**config.mk**
```make
export PLATFORM = sky130hd
export DESIGN_NAME = echo_voice_arb_flat
export DESIGN_NICKNAME = d
export VERILOG_FILES = /design/src/rtl/echo_voice_arb_pkg.sv /design/src/rtl/echo_voice_arb_if.sv /design/src/rtl/echo_voice_arb_fifo.sv /design/src/rtl/echo_voice_arb.sv /design/src/flat_wrapper.sv
export SDC_FILE = /design/constraint.sdc
export NUM_CORES = 1
export LEC_CHECK = 0
export CORE_ASPECT_RATIO = 1.2
export CORE_MARGIN = 2
export CORE_UTILIZATION = 39
export DETAILED_ROUTE_END_ITERATION = 12
export PLACE_DENSITY_LB_ADDON = 0.2
export SETUP_SLACK_MARGIN = 0.1
export SYNTH_ARGS = -nofsm -noshare
export SYNTH_HDL_FRONTEND = slang
export SYNTH_SLANG_ARGS = --single-unit
export TNS_END_PERCENT = 10
```
**constraint.sdc**
```tcl
create_clock -name clk -period 2.6 [get_ports clk]
set_input_delay 0.26 -clock clk [delete_from_list [all_inputs] [get_ports clk]]
set_output_delay 0.26 -clock clk [all_outputs]
set_load 0.03 [all_outputs]
```
**src/rtl/echo_voice_arb_pkg.sv**
```systemverilog
// rtl/echo_voice_arb_pkg.sv - shared note event types and constants for the echo voice arbiter
package echo_pkg;

  typedef struct packed {
    logic       on;
    logic [6:0] note;
    logic [6:0] vel;
    logic [8:0] pb;
    logic [1:0] cc1;
  } note_evt_t;

  localparam logic [8:0] PB_CENTER = 9'd256;

  // Value every change detector and the channel payload start from
  localparam note_evt_t EVT_RESET = '{on: 1'b0, note: 7'd0, vel: 7'd0, pb: PB_CENTER, cc1: 2'd0};

  typedef enum logic [1:0] {OWN_NONE, OWN_LIVE, OWN_ECHO} owner_t;

  typedef enum logic {ST_IDLE, ST_SEND} arb_state_t;

endpackage

```
**src/rtl/echo_voice_arb_if.sv**
```systemverilog
// rtl/echo_voice_arb_if.sv - live/echo note bundles in, single voice trigger channel out
interface echo_voice_arb_if;

  logic       en;
  logic       live_on;
  logic [6:0] live_note;
  logic [6:0] live_vel;
  logic [8:0] live_pb;
  logic [1:0] live_cc1;
  logic       echo_on;
  logic [6:0] echo_note;
  logic [6:0] echo_vel;
  logic [8:0] echo_pb;
  logic [1:0] echo_cc1;
  logic       ch_ready;
  logic       ch_trig;
  logic       ch_on;
  logic [6:0] ch_note;
  logic [6:0] ch_vel;
  logic [8:0] ch_pb;
  logic [1:0] ch_cc1;
  logic       ch_src;
  logic       echo_drop;

  // master: the arbiter; slave: the sources and channel writer around it
  modport master (
    input  en, live_on, live_note, live_vel, live_pb, live_cc1,
    input  echo_on, echo_note, echo_vel, echo_pb, echo_cc1, ch_ready,
    output ch_trig, ch_on, ch_note, ch_vel, ch_pb, ch_cc1, ch_src, echo_drop
  );

  modport slave (
    output en, live_on, live_note, live_vel, live_pb, live_cc1,
    output echo_on, echo_note, echo_vel, echo_pb, echo_cc1, ch_ready,
    input  ch_trig, ch_on, ch_note, ch_vel, ch_pb, ch_cc1, ch_src, echo_drop
  );

endinterface

```
**src/rtl/echo_voice_arb_fifo.sv**
```systemverilog
// rtl/echo_voice_arb_fifo.sv - synchronous FIFO of echo note events with show-ahead head
module note_evt_fifo
  import echo_pkg::*;
#(
  parameter int DEPTH = 4
) (
  input  logic      clk,
  input  logic      reset,
  input  logic      push,
  input  logic      pop,
  input  note_evt_t wdata,
  output note_evt_t rdata,
  output logic      full,
  output logic      empty
);

  localparam int AW = $clog2(DEPTH);

  note_evt_t     mem [DEPTH];
  logic [AW:0]   wr_ptr;
  logic [AW:0]   rd_ptr;

  // Extra pointer bit separates full from empty when the indices coincide
  assign empty = (wr_ptr == rd_ptr);
  assign full  = (wr_ptr[AW] != rd_ptr[AW]) && (wr_ptr[AW-1:0] == rd_ptr[AW-1:0]);
  assign rdata = mem[rd_ptr[AW-1:0]];

  always_ff @(posedge clk or posedge reset) begin
    if (reset) begin
      wr_ptr <= '0;
      rd_ptr <= '0;
    end else begin
      if (push) wr_ptr <= wr_ptr + 1'b1;
      if (pop)  rd_ptr <= rd_ptr + 1'b1;
    end
  end

  always_ff @(posedge clk) begin
    if (push) mem[wr_ptr[AW-1:0]] <= wdata;
  end

endmodule

```
**src/rtl/echo_voice_arb.sv**
```systemverilog
// rtl/echo_voice_arb.sv - change-detects live and echo bundles and arbitrates them onto one voice channel
module echo_voice_arb
  import echo_pkg::*;
#(
  parameter int DEPTH = 4
) (
  input  logic clk,
  input  logic reset,
  echo_voice_arb_if.master bus
);

  note_evt_t  live_in, echo_in;
  note_evt_t  live_cap, echo_cap;
  note_evt_t  ch_evt, head;
  arb_state_t state;
  owner_t     owner;
  logic       pending;
  logic       src_q;
  logic       drop_q;
  logic       live_chg, echo_chg;
  logic       full, empty, push, pop;
  logic       echo_ok;

  assign live_in = '{on: bus.live_on, note: bus.live_note, vel: bus.live_vel,
                     pb: bus.live_pb, cc1: bus.live_cc1};
  assign echo_in = '{on: bus.echo_on, note: bus.echo_note, vel: bus.echo_vel,
                     pb: bus.echo_pb, cc1: bus.echo_cc1};

  assign live_chg = bus.en && (live_in != live_cap);
  assign echo_chg = bus.en && (echo_in != echo_cap);

  // The echo queue is only serviced when no live event is waiting
  assign pop  = bus.en && (state == ST_IDLE) && !pending && !empty;
  assign push = echo_chg && (!full || pop);

  // Echo note-offs may only release a note the echo source itself is sounding
  assign echo_ok = (owner != OWN_LIVE) &&
                   (head.on || ((owner == OWN_ECHO) && (head.note == ch_evt.note)));

  note_evt_fifo #(.DEPTH(DEPTH)) u_fifo (
    .clk   (clk),
    .reset (reset),
    .push  (push),
    .pop   (pop),
    .wdata (echo_in),
    .rdata (head),
    .full  (full),
    .empty (empty)
  );

  always_ff @(posedge clk or posedge reset) begin
    if (reset) begin
      live_cap <= EVT_RESET;
      echo_cap <= EVT_RESET;
    end else begin
      if (live_chg) live_cap <= live_in;
      if (echo_chg) echo_cap <= echo_in;
    end
  end

  always_ff @(posedge clk or posedge reset) begin
    if (reset) begin
      state   <= ST_IDLE;
      owner   <= OWN_NONE;
      ch_evt  <= EVT_RESET;
      src_q   <= 1'b0;
      pending <= 1'b0;
      drop_q  <= 1'b0;
    end else if (!bus.en) begin
      drop_q <= 1'b0;
    end else begin
      drop_q <= (echo_chg && full && !pop) || (pop && !echo_ok);
      // A fresh capture wins over the slot being taken, so it is never lost
      pending <= live_chg || (pending && !(state == ST_IDLE));
      case (state)
        ST_IDLE: begin
          if (pending) begin
            ch_evt <= live_cap;
            src_q  <= 1'b0;
            state  <= ST_SEND;
          end else if (!empty && echo_ok) begin
            ch_evt <= head;
            src_q  <= 1'b1;
            state  <= ST_SEND;
          end
        end
        ST_SEND: begin
          if (bus.ch_ready) begin
            state <= ST_IDLE;
            if (ch_evt.on) owner <= src_q ? OWN_ECHO : OWN_LIVE;
            else           owner <= OWN_NONE;
          end
        end
        default: state <= ST_IDLE;
      endcase
    end
  end

  assign bus.ch_trig   = bus.en && (state == ST_SEND);
  assign bus.ch_on     = ch_evt.on;
  assign bus.ch_note   = ch_evt.note;
  assign bus.ch_vel    = ch_evt.vel;
  assign bus.ch_pb     = ch_evt.pb;
  assign bus.ch_cc1    = ch_evt.cc1;
  assign bus.ch_src    = src_q;
  assign bus.echo_drop = drop_q;

endmodule

```
**src/flat_wrapper.sv**
```systemverilog
// flat-port wrapper written by rule: the top's interface ports become plain ports
module echo_voice_arb_flat import echo_pkg::*;
#(
  parameter int DEPTH = 4
)
  (clk, reset, bus_en, bus_live_on, bus_live_note, bus_live_vel, bus_live_pb, bus_live_cc1, bus_echo_on, bus_echo_note, bus_echo_vel, bus_echo_pb, bus_echo_cc1, bus_ch_ready, bus_ch_trig, bus_ch_on, bus_ch_note, bus_ch_vel, bus_ch_pb, bus_ch_cc1, bus_ch_src, bus_echo_drop);
  echo_voice_arb_if bus_i ();
  input  logic clk;
  input  logic reset;
  input wire logic [$bits(bus_i.en)-1:0] bus_en;
  input wire logic [$bits(bus_i.live_on)-1:0] bus_live_on;
  input wire logic [$bits(bus_i.live_note)-1:0] bus_live_note;
  input wire logic [$bits(bus_i.live_vel)-1:0] bus_live_vel;
  input wire logic [$bits(bus_i.live_pb)-1:0] bus_live_pb;
  input wire logic [$bits(bus_i.live_cc1)-1:0] bus_live_cc1;
  input wire logic [$bits(bus_i.echo_on)-1:0] bus_echo_on;
  input wire logic [$bits(bus_i.echo_note)-1:0] bus_echo_note;
  input wire logic [$bits(bus_i.echo_vel)-1:0] bus_echo_vel;
  input wire logic [$bits(bus_i.echo_pb)-1:0] bus_echo_pb;
  input wire logic [$bits(bus_i.echo_cc1)-1:0] bus_echo_cc1;
  input wire logic [$bits(bus_i.ch_ready)-1:0] bus_ch_ready;
  output wire logic [$bits(bus_i.ch_trig)-1:0] bus_ch_trig;
  output wire logic [$bits(bus_i.ch_on)-1:0] bus_ch_on;
  output wire logic [$bits(bus_i.ch_note)-1:0] bus_ch_note;
  output wire logic [$bits(bus_i.ch_vel)-1:0] bus_ch_vel;
  output wire logic [$bits(bus_i.ch_pb)-1:0] bus_ch_pb;
  output wire logic [$bits(bus_i.ch_cc1)-1:0] bus_ch_cc1;
  output wire logic [$bits(bus_i.ch_src)-1:0] bus_ch_src;
  output wire logic [$bits(bus_i.echo_drop)-1:0] bus_echo_drop;
  assign bus_i.en = bus_en;
  assign bus_i.live_on = bus_live_on;
  assign bus_i.live_note = bus_live_note;
  assign bus_i.live_vel = bus_live_vel;
  assign bus_i.live_pb = bus_live_pb;
  assign bus_i.live_cc1 = bus_live_cc1;
  assign bus_i.echo_on = bus_echo_on;
  assign bus_i.echo_note = bus_echo_note;
  assign bus_i.echo_vel = bus_echo_vel;
  assign bus_i.echo_pb = bus_echo_pb;
  assign bus_i.echo_cc1 = bus_echo_cc1;
  assign bus_i.ch_ready = bus_ch_ready;
  assign bus_ch_trig = bus_i.ch_trig;
  assign bus_ch_on = bus_i.ch_on;
  assign bus_ch_note = bus_i.ch_note;
  assign bus_ch_vel = bus_i.ch_vel;
  assign bus_ch_pb = bus_i.ch_pb;
  assign bus_ch_cc1 = bus_i.ch_cc1;
  assign bus_ch_src = bus_i.ch_src;
  assign bus_echo_drop = bus_i.echo_drop;
  echo_voice_arb #(.DEPTH(DEPTH)) u_core (.clk(clk), .reset(reset), .bus(bus_i));
endmodule
```
After elaboration in Yosys (flattened, before gate mapping)

Memories as Yosys holds them, arrays and structs flattened.
Index checks and enable logic that the tools add are counted.

Memory bits (writable): 104
Latch bits: 0
Word-level logic and storage cells: 74
Memories: 1
Output and inout port bits: 29
Flip-flop bits (word level): 90
Memory bits (read-only): 0

Memories:

| memory            | words | bits a word | rd ports | clocked after Yosys merged registers in | write ports | RTL line                  | RTL |
|---|---|---|---|---|---|---|---|
| u_core.u_fifo.mem | 4     | 26          | 1        | 0                                       | 1           | echo_voice_arb_fifo.sv:19 | `note_evt_t mem [DEPTH];` |

$mul: 0
Muxes and demuxes: 13
$add $sub $neg: 2
Shift-type cells: 0
Divide/modulo/power cells: 0
Bitwise logic cells: 1
Eq/ne operators: 8
Reductions and logical operators: 27
$lt $le $gt $ge: 0

Operator list:

| kind                                                            | count |
|---|---|
| 26-bit 2-to-1 mux                                               | 2 |
| 26-bit != test                                                  | 2 |
| 1-bit logical AND                                               | 15 |
| 1-bit 2-to-1 mux                                                | 8 |
| 7-bit == test                                                   | 1 |
| 3-bit by 1-bit adder with 3-bit output, second input constant   | 2 |
| 3-bit AND reduction                                             | 2 |
| 1-bit zero test                                                 | 5 |
| 1-bit logical OR                                                | 4 |
| 2-bit 2-to-1 mux                                                | 2 |
| 3-bit == test                                                   | 1 |
| 2-bit == test                                                   | 1 |
| 2-bit == test, second input constant                            | 1 |
| 2-bit by 1-bit != test with 1-bit output, second input constant | 1 |
| 1-bit one-hot mux with 2 select lines                           | 1 |
| 2-bit nonzero test                                              | 1 |
| 1-bit != test                                                   | 1 |
| 1-bit inverter                                                  | 1 |

Logic depth before layout (Yosys ltp)

Gate-level depths: netlist of run 1.
An unclocked memory read counts as a cell.

Depth in word-level cells: 9
Mapped depth: 8
Depth with buffers taken out: 6

Hierarchy

A second synthesis of run 1 with hierarchy kept.

Cell total of the unflattened synthesis: 470
Area total of the unflattened synthesis: 8319.2 um2

By module, submodules not included:

| module         | seq. area each (um2) | instances | area an instance (um2) | cells an instance |
|---|---|---|---|---|
| echo_voice_arb | 2105.8               | 1         | 4167.7                 | 303 |
| note_evt_fifo  | 3273.1               | 1         | 4151.5                 | 167 |

Least setup slack after synthesis of run 1

Ideal clock, no wire load.

Path type: register -> register
Start: register u_core.echo_cap[10] (netlist bit)
End: memory u_core.u_fifo.mem[3][0] (netlist bit) (enable)
Stages on the path, launching flop included: 7
Path slack: -0.097 ns
Data arrival time: 2.285 ns
Setup time: 0.412 ns
Period minus slack after synthesis: 2.697 ns
Path through: dfstp_2 > xor2_1 > nor4_1 > nand3_1 > o41ai_1 > clkbuf_1 > nor2_1

Word-level cells in the longest chain between the ends: 5

Ends and longest elaborated chain:

| item                                   | RTL line                  | RTL |
|---|---|---|
| start, declared                        | echo_voice_arb.sv:13      | `note_evt_t live_cap, echo_cap;` |
| start signal, assigned                 | echo_voice_arb.sv:57      | `if (echo_chg) echo_cap <= echo_in;` |
| 26-bit != test                         | echo_voice_arb.sv:30      | `assign echo_chg = bus.en && (echo_in != echo_cap);` |
| 1-bit logical AND                      | echo_voice_arb.sv:30      |  |
| 1-bit logical AND                      | echo_voice_arb.sv:34      | `assign push = echo_chg && (!full \|\| pop);` |
| 1-bit 2-to-1 mux                       | echo_voice_arb_fifo.sv:39 | `if (push) mem[wr_ptr[AW-1:0]] <= wdata;` |
| 1-bit 2-to-1 mux (not written as such) | echo_voice_arb_fifo.sv:39 |  |
| end, declared                          | echo_voice_arb_fifo.sv:19 |  |

Every way passes these cells.

Worst setup path in the final report of run 1

Start: register u_core.u_fifo.rd_ptr[0]
End: register u_core.ch_evt (netlist bit u_core.bus.ch_vel[2])

Word-level cells in the longest chain between the ends: 8
Elaborated cells between the ends (all ways): 12

Ends and longest elaborated chain:

| item                          | RTL line                  | RTL |
|---|---|---|
| start, declared               | echo_voice_arb_fifo.sv:21 | `logic [AW:0] rd_ptr;` |
| start signal, assigned        | echo_voice_arb_fifo.sv:34 | `if (pop) rd_ptr <= rd_ptr + 1'b1;` |
| memory read 4 x 26 bit        | -                         |  |
| 7-bit == test                 | echo_voice_arb.sv:38      | `(head.on \|\| ((owner == OWN_ECHO) && (head.note == ch_evt.note)));` |
| 1-bit logical AND             | echo_voice_arb.sv:38      |  |
| 1-bit logical OR              | echo_voice_arb.sv:38      |  |
| 1-bit logical AND             | echo_voice_arb.sv:37      | `assign echo_ok = (owner != OWN_LIVE) &&` |
| 1-bit logical AND             | echo_voice_arb.sv:81      | `end else if (!empty && echo_ok) begin` |
| 2-bit nonzero test (no line)  | -                         |  |
| 3-bit AND reduction (no line) | -                         |  |
| end signal, assigned          | echo_voice_arb.sv:78      | `ch_evt <= live_cap;` |
| end, declared                 | echo_voice_arb.sv:14      | `note_evt_t ch_evt, head;` |

Parallel ways exist; a longest one is shown, timed or not. The select of a mux whose other input is x is not followed.
A chain may end at the register's enable or synchronous reset.

==> results of run 1 <==
## routing by layer
layer / up-vias / share of wire / track usage
li1: 2081 / - / -
met1: 2332 / 0.44 / 0.2083
met2: 80 / 0.52 / 0.2820
met3: 12 / 0.033 / 0.03611
met4: 0 / 0.0092 / 0.05108
met5: - / 0 / 0
## cells in the final DEF, fill, tap and decap left out, types with 2 or more instances in the layout
| cell | n |
|---|---|
| clkbuf_16 | 17 |
| clkinv_2 | 2 |
| buf_4 | 41 |
| ha_1 | 5 |
| mux2_2 | 82 |
| clkinv_4 | 5 |
| dfstp_2 | 3 |
| xor2_1 | 37 |
| nor2_1 | 2 |
| and2_1 | 5 |
| xnor2_1 | 26 |
| buf_6 | 2 |
| o21ai_0 | 3 |
| inv_1 | 5 |
| nand2_1 | 25 |
| nor4_1 | 8 |
| edfxtp_1 | 104 |
| or3_4 | 2 |
| inv_6 | 3 |
| mux4_2 | 26 |
| buf_12 | 8 |
| clkinvlp_4 | 2 |
| inv_8 | 3 |
| o41ai_4 | 2 |
| nand4_1 | 5 |
| clkdlybuf4s50_1 | 84 |
| xnor2_2 | 3 |
| mux2_4 | 19 |
| dfrtp_1 | 86 |
| nand3_1 | 6 |
## worst max-delay path, delay by kind of cell, from the launching register on
| kind | cells | cell delay [ns] |
|---|---|---|
| AO/OA/AOI/OAI | 1 | 0.10 |
| XOR/XNOR | 1 | 0.17 |
| buffers and inverters | 2 | 0.30 |
| flip-flops | 1 | 0.37 |
| multiplexers | 2 | 0.86 |
| AND/OR/NAND/NOR | 2 | 0.65 |
## report_power, final
group          switching [W]  internal [W]  total [W]
combinational        0.00190       0.00198    0.00388
clock                0.00119       0.00126    0.00245
sequential          0.000403       0.00403    0.00443
total                0.00349       0.00727     0.0108
## cell type report
cell class | instances | area (um^2)
clock inverters | 14 | 123.9
flip-flops and latches | 194 | 5380
well taps | 270 | 337.8
inverters | 7 | 27.53
multi-input cells | 267 | 2897
clock buffers | 18 | 429.2
fillers | 1759 | 10450
repair buffers | 135 | 1331
## sequential cells by signal, indices dropped and copies added (netlist names)
register and count:
u_core.bus.ch_src 1, u_core.bus.ch_cc1 2, u_core.live_cap 26, u_core.u_fifo.wr_ptr 3, u_core.pending 1, u_core.u_fifo.mem 104, u_core.owner 2, u_core.bus.echo_drop 1
u_core.echo_cap 26, u_core.bus.ch_vel 7, u_core.bus.ch_pb 9, u_core.state 1, u_core.u_fifo.rd_ptr 3, u_core.bus.ch_on 1, u_core.bus.ch_note 7
## cells by family (layout without fill, tap and decap cells)
kind of cell    Yosys count  count (layout)
compound gates           12              12
xor+xnor                 66              66
fa+ha+maj                 5               5
buf+inv                  23             174
flops                   194             194
mux                     127             127
simple gates             57              57
## worst paths after layout
| path | from | to | cells past startpoint |
|---|---|---|---|
| max in group asynchronous | reset | u_core.bus.ch_vel[5]$_DFFE_PP0P_ | 3 |
| setup / recovery | u_core.u_fifo.rd_ptr[0]$_DFFE_PP0P_ | u_core.bus.ch_vel[2]$_DFFE_PP0P_ | 8 |
| min in group clk | bus_live_vel[4] | u_core.live_cap[15]$_DFFE_PP0P_ | 2 |
| setup reg to reg | u_core.u_fifo.rd_ptr[0]$_DFFE_PP0P_ | u_core.bus.ch_vel[2]$_DFFE_PP0P_ | 8 |
| hold / removal | reset | u_core.bus.ch_on$_DFFE_PP0P_ | 2 |
| hold reg to reg | u_core.u_fifo.rd_ptr[2]$_DFFE_PP0P_ | u_core.u_fifo.rd_ptr[2]$_DFFE_PP0P_ | 1 |
## stage by stage
| step | instance area (um^2) | total power [W] | worst slack [ns] | utilization | std cells |
|---|---|---|---|---|---|
| after floorplan | 8337 | 0.006847 | 0.009707 | - | 484 |
| after global placement | 9893 | 0.008248 | -0.1106 | 0.4717 | 868 |
| after detailed placement | 9893 | 0.008314 | -0.1808 | 0.4717 | 868 |
| after CTS | 10490 | 0.01086 | 0.03408 | 0.5001 | 904 |
| after global routing | 10530 | 0.01130 | -0.05335 | 0.5019 | 905 |
| final | 10530 | 0.01076 | 0.01833 | 0.5019 | 905 |
## timing repair
action	4_1_cts	5_1_grt
pin swaps	2	4
setup endpoints to repair	26	157
gates resized for setup	3	5
setup buffers	4	1
==> qor.txt, run 1 <==
Flop2flop setup slack -> 0.02 ns
Most frequent cells after synthesis -> edfxtp_1, dfrtp_1, mux2_2
Synth Instances -> 484
Outcome -> completed
WS Path Type -> reg2reg
Post-Syn Area -> 0.008334 mm^2
Placeable Area -> 0.02097 mm^2
Max Cap Viol -> 0
Crit path max fanout -> 27
Hold Fails Final Rpt -> 0
Min Hold Slack -> 0.1776 ns
Cell taking the most area after synthesis -> edfxtp_1
Required time worst endpoint -> 2.92 ns
CTS tree -> yes
Final setup viols -> 0
Min cycle time layout -> 2.582 ns
ANT nets after route -> 0
Final Net Count -> 683
Crit-path max cell delay -> 0.54 ns
DRC Markers -> 0
DP HPWL -> 12310 um
Worst Setup End Kind -> flop
Die area -> 0.02256 mm^2
Number of diodes -> 0
Total CTS buffers -> 17
Largest net degree at the start of global routing -> 39
Avg Cell Area, Syn -> 17.22 um^2
Adder-cell share of the synthesized area -> 0.007506
Final wirelength -> 17340 um
DRT iter0 DRCs -> 166
First-pass GRT wire length -> 27140 um
Hold buffer count at CTS -> 0
Post-Syn Nets -> 545
Chip width -> 137.4 um
CP startpoint kind -> flop
RSZ-0062 raised after global routing -> true
Distinct cells, synth -> 37
Clk_skew -> 0.007540 ns
Main synth FF type -> edfxtp_1
Reg clk slew, reported paths -> 0.07 ns
Number of synthesized flops with an enable pin -> 104
#FFs+latches synth -> 194
Clk Latency, worst-skew pair -> 0.43 ns
Area grow syn2layout -> 26.30%
Worst EP arrival -> 2.90 ns
H-tree levels -> 4
Compound-gate portion of the synthesized area -> 0.01231
Cells along the critical path -> buf_4, mux4_2, xor2_1, or3_4, nor4_4, a21oi_4, buf_12, mux2_4
Worst IR drop on VDD -> 0.4658 mV
Worst min-delay path class -> in2async
Max Buffers Root-to-Sink -> 2
CTS Sinks -> 194
Largest family of logic cells by synthesized area -> multiplexers
Fmax -> 387.3 MHz
DR vias -> 4505
Final Cycle Share -> 0.9929
Ratio of cells with drive above 1 in the final layout -> 0.3559
# rows -> 58
IO Port Bufs -> 84
Total grt overflow -> 0
GR Util All Layers -> 0.1648
Vias in the first global route -> 4813
Avg Vias per Cell -> 4.978
Ports -> 85
Max-slew violations -> 0
Initial antenna violation count -> 0
Slew margin rel. -> 0.5762
Async set-reset flop share out of synthesis -> 0.4639
Pwr/cell area -> 1023 mW/mm^2
Fin Setup TNS -> 0 ns
Root buffer cell -> clkbuf_16
Most common cell in the netlist -> edfxtp_1
Initial Utilization -> 0.3974
Area share of the leading cell type in the synthesized netlist -> 0.3747
Placer Congestion -> 0.7541
Mux cell area share after synthesis -> 0.2157
Crit-path slowest cell -> mux4_2
Yosys warnings -> 0
Synth area leaders -> edfxtp_1, dfrtp_1, mux2_2
Die Ht -> 164.1 um
Sequential area share after synthesis -> 0.6454
Worst-Margin Slew -> 0.6347 ns
XOR/XNOR Fraction of Synth Area -> 0.06936
Wire per inst -> 19.16 um
Leak pwr -> 4.011 nW
Post-Synth Simple-Gate Area -> 0.03588
Drt pass-1 iters -> 4
Power figures use the tool's default switching activity.
==> inputs of run 2 (changes only) <==
--- a/config.mk
+++ b/config.mk
@@ -10,6 +10,7 @@
 export CORE_UTILIZATION = 39
 export DETAILED_ROUTE_END_ITERATION = 12
 export PLACE_DENSITY_LB_ADDON = 0.2
+export RECOVER_POWER = 50
 export SETUP_SLACK_MARGIN = 0.1
 export SYNTH_ARGS = -nofsm -noshare
 export SYNTH_HDL_FRONTEND = slang
==> run 2 against run 1 <==
Compared with the run above:
- register-to-register slack about the same
- first-iteration DRC count increased by 29%
- sequential power about the same
- highest routed layer unchanged
- global-route usage unchanged
- core utilization is 0.44 points lower
- power down 0.19%
==> qor.txt, run 2 (synthesis results as in run 1) <==
Hold buffer count at CTS -> 0 (unchanged)
Largest net degree at the start of global routing -> 39 (unchanged)
Drt pass-1 iters -> 4 (unchanged)
Pwr/cell area -> 1030 mW/mm^2 (+0.69%)
Hold Crit Start -> bus_live_vel[4]
Vias in the first global route -> 4813 (unchanged)
Slew margin rel. -> 0.07991 (-0.4963)
Leak pwr -> 3.927 nW (-2.1%)
Required time worst endpoint -> 2.92 ns (about the same)
Root buffer cell -> clkbuf_16
Placed inst area -> 0.009893 mm^2 (unchanged)
H-tree levels -> 4 (unchanged)
Avg Vias per Cell -> 4.967 (-0.22%)
FF-to-FF Start -> u_core.u_fifo.rd_ptr[0]$_DFFE_PP0P_
Clk Latency, worst-skew pair -> 0.43 ns (about the same)
# rows -> 58 (unchanged)
Hold Fails Final Rpt -> 0 (unchanged)
Max-slew violations -> 0 (unchanged)
Worst EP arrival -> 2.90 ns (about the same)
Placeable Area -> 0.02097 mm^2 (unchanged)
Worst min-delay path class -> in2reg
Most frequent cells in the layout -> edfxtp_1, dfrtp_1, mux2_2
Initial antenna violation count -> 0 (unchanged)
Number of diodes -> 0 (unchanged)
Ports -> 85 (unchanged)
DRC Markers -> 0 (unchanged)
Area grow syn2layout -> 25.19%
Placer Congestion -> 0.7541 (unchanged)
CTS tree -> yes
Outcome -> completed
Final wirelength -> 17350 um (about the same)
Final Net Count -> 683 (unchanged)
Crit path max fanout -> 27 (unchanged)
Final setup viols -> 0 (unchanged)
Final design utilization -> 0.4975 (-0.004415)
Max Cap Viol -> 0 (unchanged)
Total CTS buffers -> 17 (unchanged)
DP HPWL -> 12310 um (unchanged)
First-pass GRT wire length -> 27140 um (unchanged)
Overall Power -> 0.01074 W (-0.19%)
Chip width -> 137.4 um (unchanged)
DRT iter0 DRCs -> 214 (+29%)
RSZ-0062 raised after global routing -> true
Final Cycle Share -> 0.9929 (about the same)
Total grt overflow -> 0 (unchanged)
Max Buffers Root-to-Sink -> 2 (unchanged)
Die Ht -> 164.1 um (unchanged)
ANT nets after route -> 0 (unchanged)
Design Area, Final -> 0.01043 mm^2 (-0.88%)
Wire per inst -> 19.17 um (about the same)
Reg clk slew, reported paths -> 0.07 ns (about the same)
Worst IR drop on VDD -> 0.4657 mV (about the same)
Ratio of cells with drive above 1 in the final layout -> 0.3181 (-0.03780)
Commonest non-fill, non-tap cell in the layout -> edfxtp_1
Min Hold Slack -> 0.4958 ns (+0.3182 ns)
Die area -> 0.02256 mm^2 (unchanged)
GR Util All Layers -> 0.1648 (unchanged)
IO Port Bufs -> 84 (unchanged)
Fmax -> 387.4 MHz (about the same)
Worst-Margin Slew -> 1.373 ns (+0.7379 ns)
CP startpoint kind -> flop
WS Path Type -> reg2reg
Max reg flops -> 104 (unchanged)
CP Launch Point -> u_core.u_fifo.rd_ptr[0]$_DFFE_PP0P_
Initial Utilization -> 0.3974 (unchanged)
Worst Setup End Kind -> flop
CTS Sinks -> 194 (unchanged)
Min cycle time layout -> 2.581 ns (-0.0002478 ns)
DR vias -> 4495 (-0.22%)
Clk_skew -> 0.007505 ns (-0.00003514 ns)
[run 2: cell count changes in the layout (fill, tap and decap cells not counted), sizes merged]
| cell | change |
|---|---|
| dlygate4sd3 | +28 |
| buf | -25 |
| clkbuf | +25 |
| clkdlybuf4s50 | -28 |
| clkinv | -1 |
| clkinvlp | +1 |
[run 2: worst paths after layout]
check                                                      end  slack [ns]  cells past startpoint
setup / recovery              u_core.bus.ch_vel[2]$_DFFE_PP0P_        0.02                      8
hold / removal                 u_core.live_cap[15]$_DFFE_PP0P_        0.50                      2
setup reg to reg              u_core.bus.ch_vel[2]$_DFFE_PP0P_        0.02                      8
hold reg to reg            u_core.u_fifo.rd_ptr[2]$_DFFE_PP0P_        0.50                      1
max in group asynchronous     u_core.bus.ch_vel[5]$_DFFE_PP0P_        0.86                      3
min in group asynchronous         u_core.bus.ch_on$_DFFE_PP0P_        0.58                      2
[run 2: metrics by stage]
step / setup TNS, ns / cells / worst slack (ns)
4_1_cts: 0 / 904 / 0.03408
6_report: 0 / 905 / 0.01858
3_3_place_gp: -14.35 / 868 / -0.1106
3_5_place_dp: -19.35 / 868 / -0.1808
5_1_grt: -0.9103 / 905 / -0.05335
2_1_floorplan: 0 / 484 / 0.009707
[run 2: report_power, final]
group	internal (W)	switching (W)
clock network	0.00126	0.00120
registers	0.00403	0.000402
logic	0.00196	0.00190
[run 2: critical path: stages (launching register included)]
cell and delay, ns:
dfrtp_2 0.37, buf_4 0.11, mux4_2 0.54, xor2_1 0.17
or3_4 0.34, nor4_4 0.31, a21oi_4 0.10, buf_12 0.19
mux2_4 0.32
[run 2: area by class of cell]
class	count	area [um^2]
Inverter	7	27.53
Multi-Input combinational cell	267	2897
Fill cell	1779	10540
Tap cell	270	337.8
Clock inverter	14	123.9
Clock buffer	18	429.2
Timing Repair Buffer	135	1239
Sequential cell	194	5380
[run 2: per-layer routing]
layer  share of wire  vias to the layer above  routed length, um  track usage
met1            0.44                     2322               7674       0.2083
met5               0                        -                  0            0
met4          0.0096                        0                166      0.05108
li1                -                     2084                  -            -
met2            0.51                       75               8919       0.2820
met3           0.034                       14                594      0.03611
[run 2: repair_timing]
action                                  CTS  global route
endpoints found under the setup margin   26           157
pin swaps                                 2             4
buffers inserted                          4             1
gates cloned                              0             0
gates resized for setup                   3             5
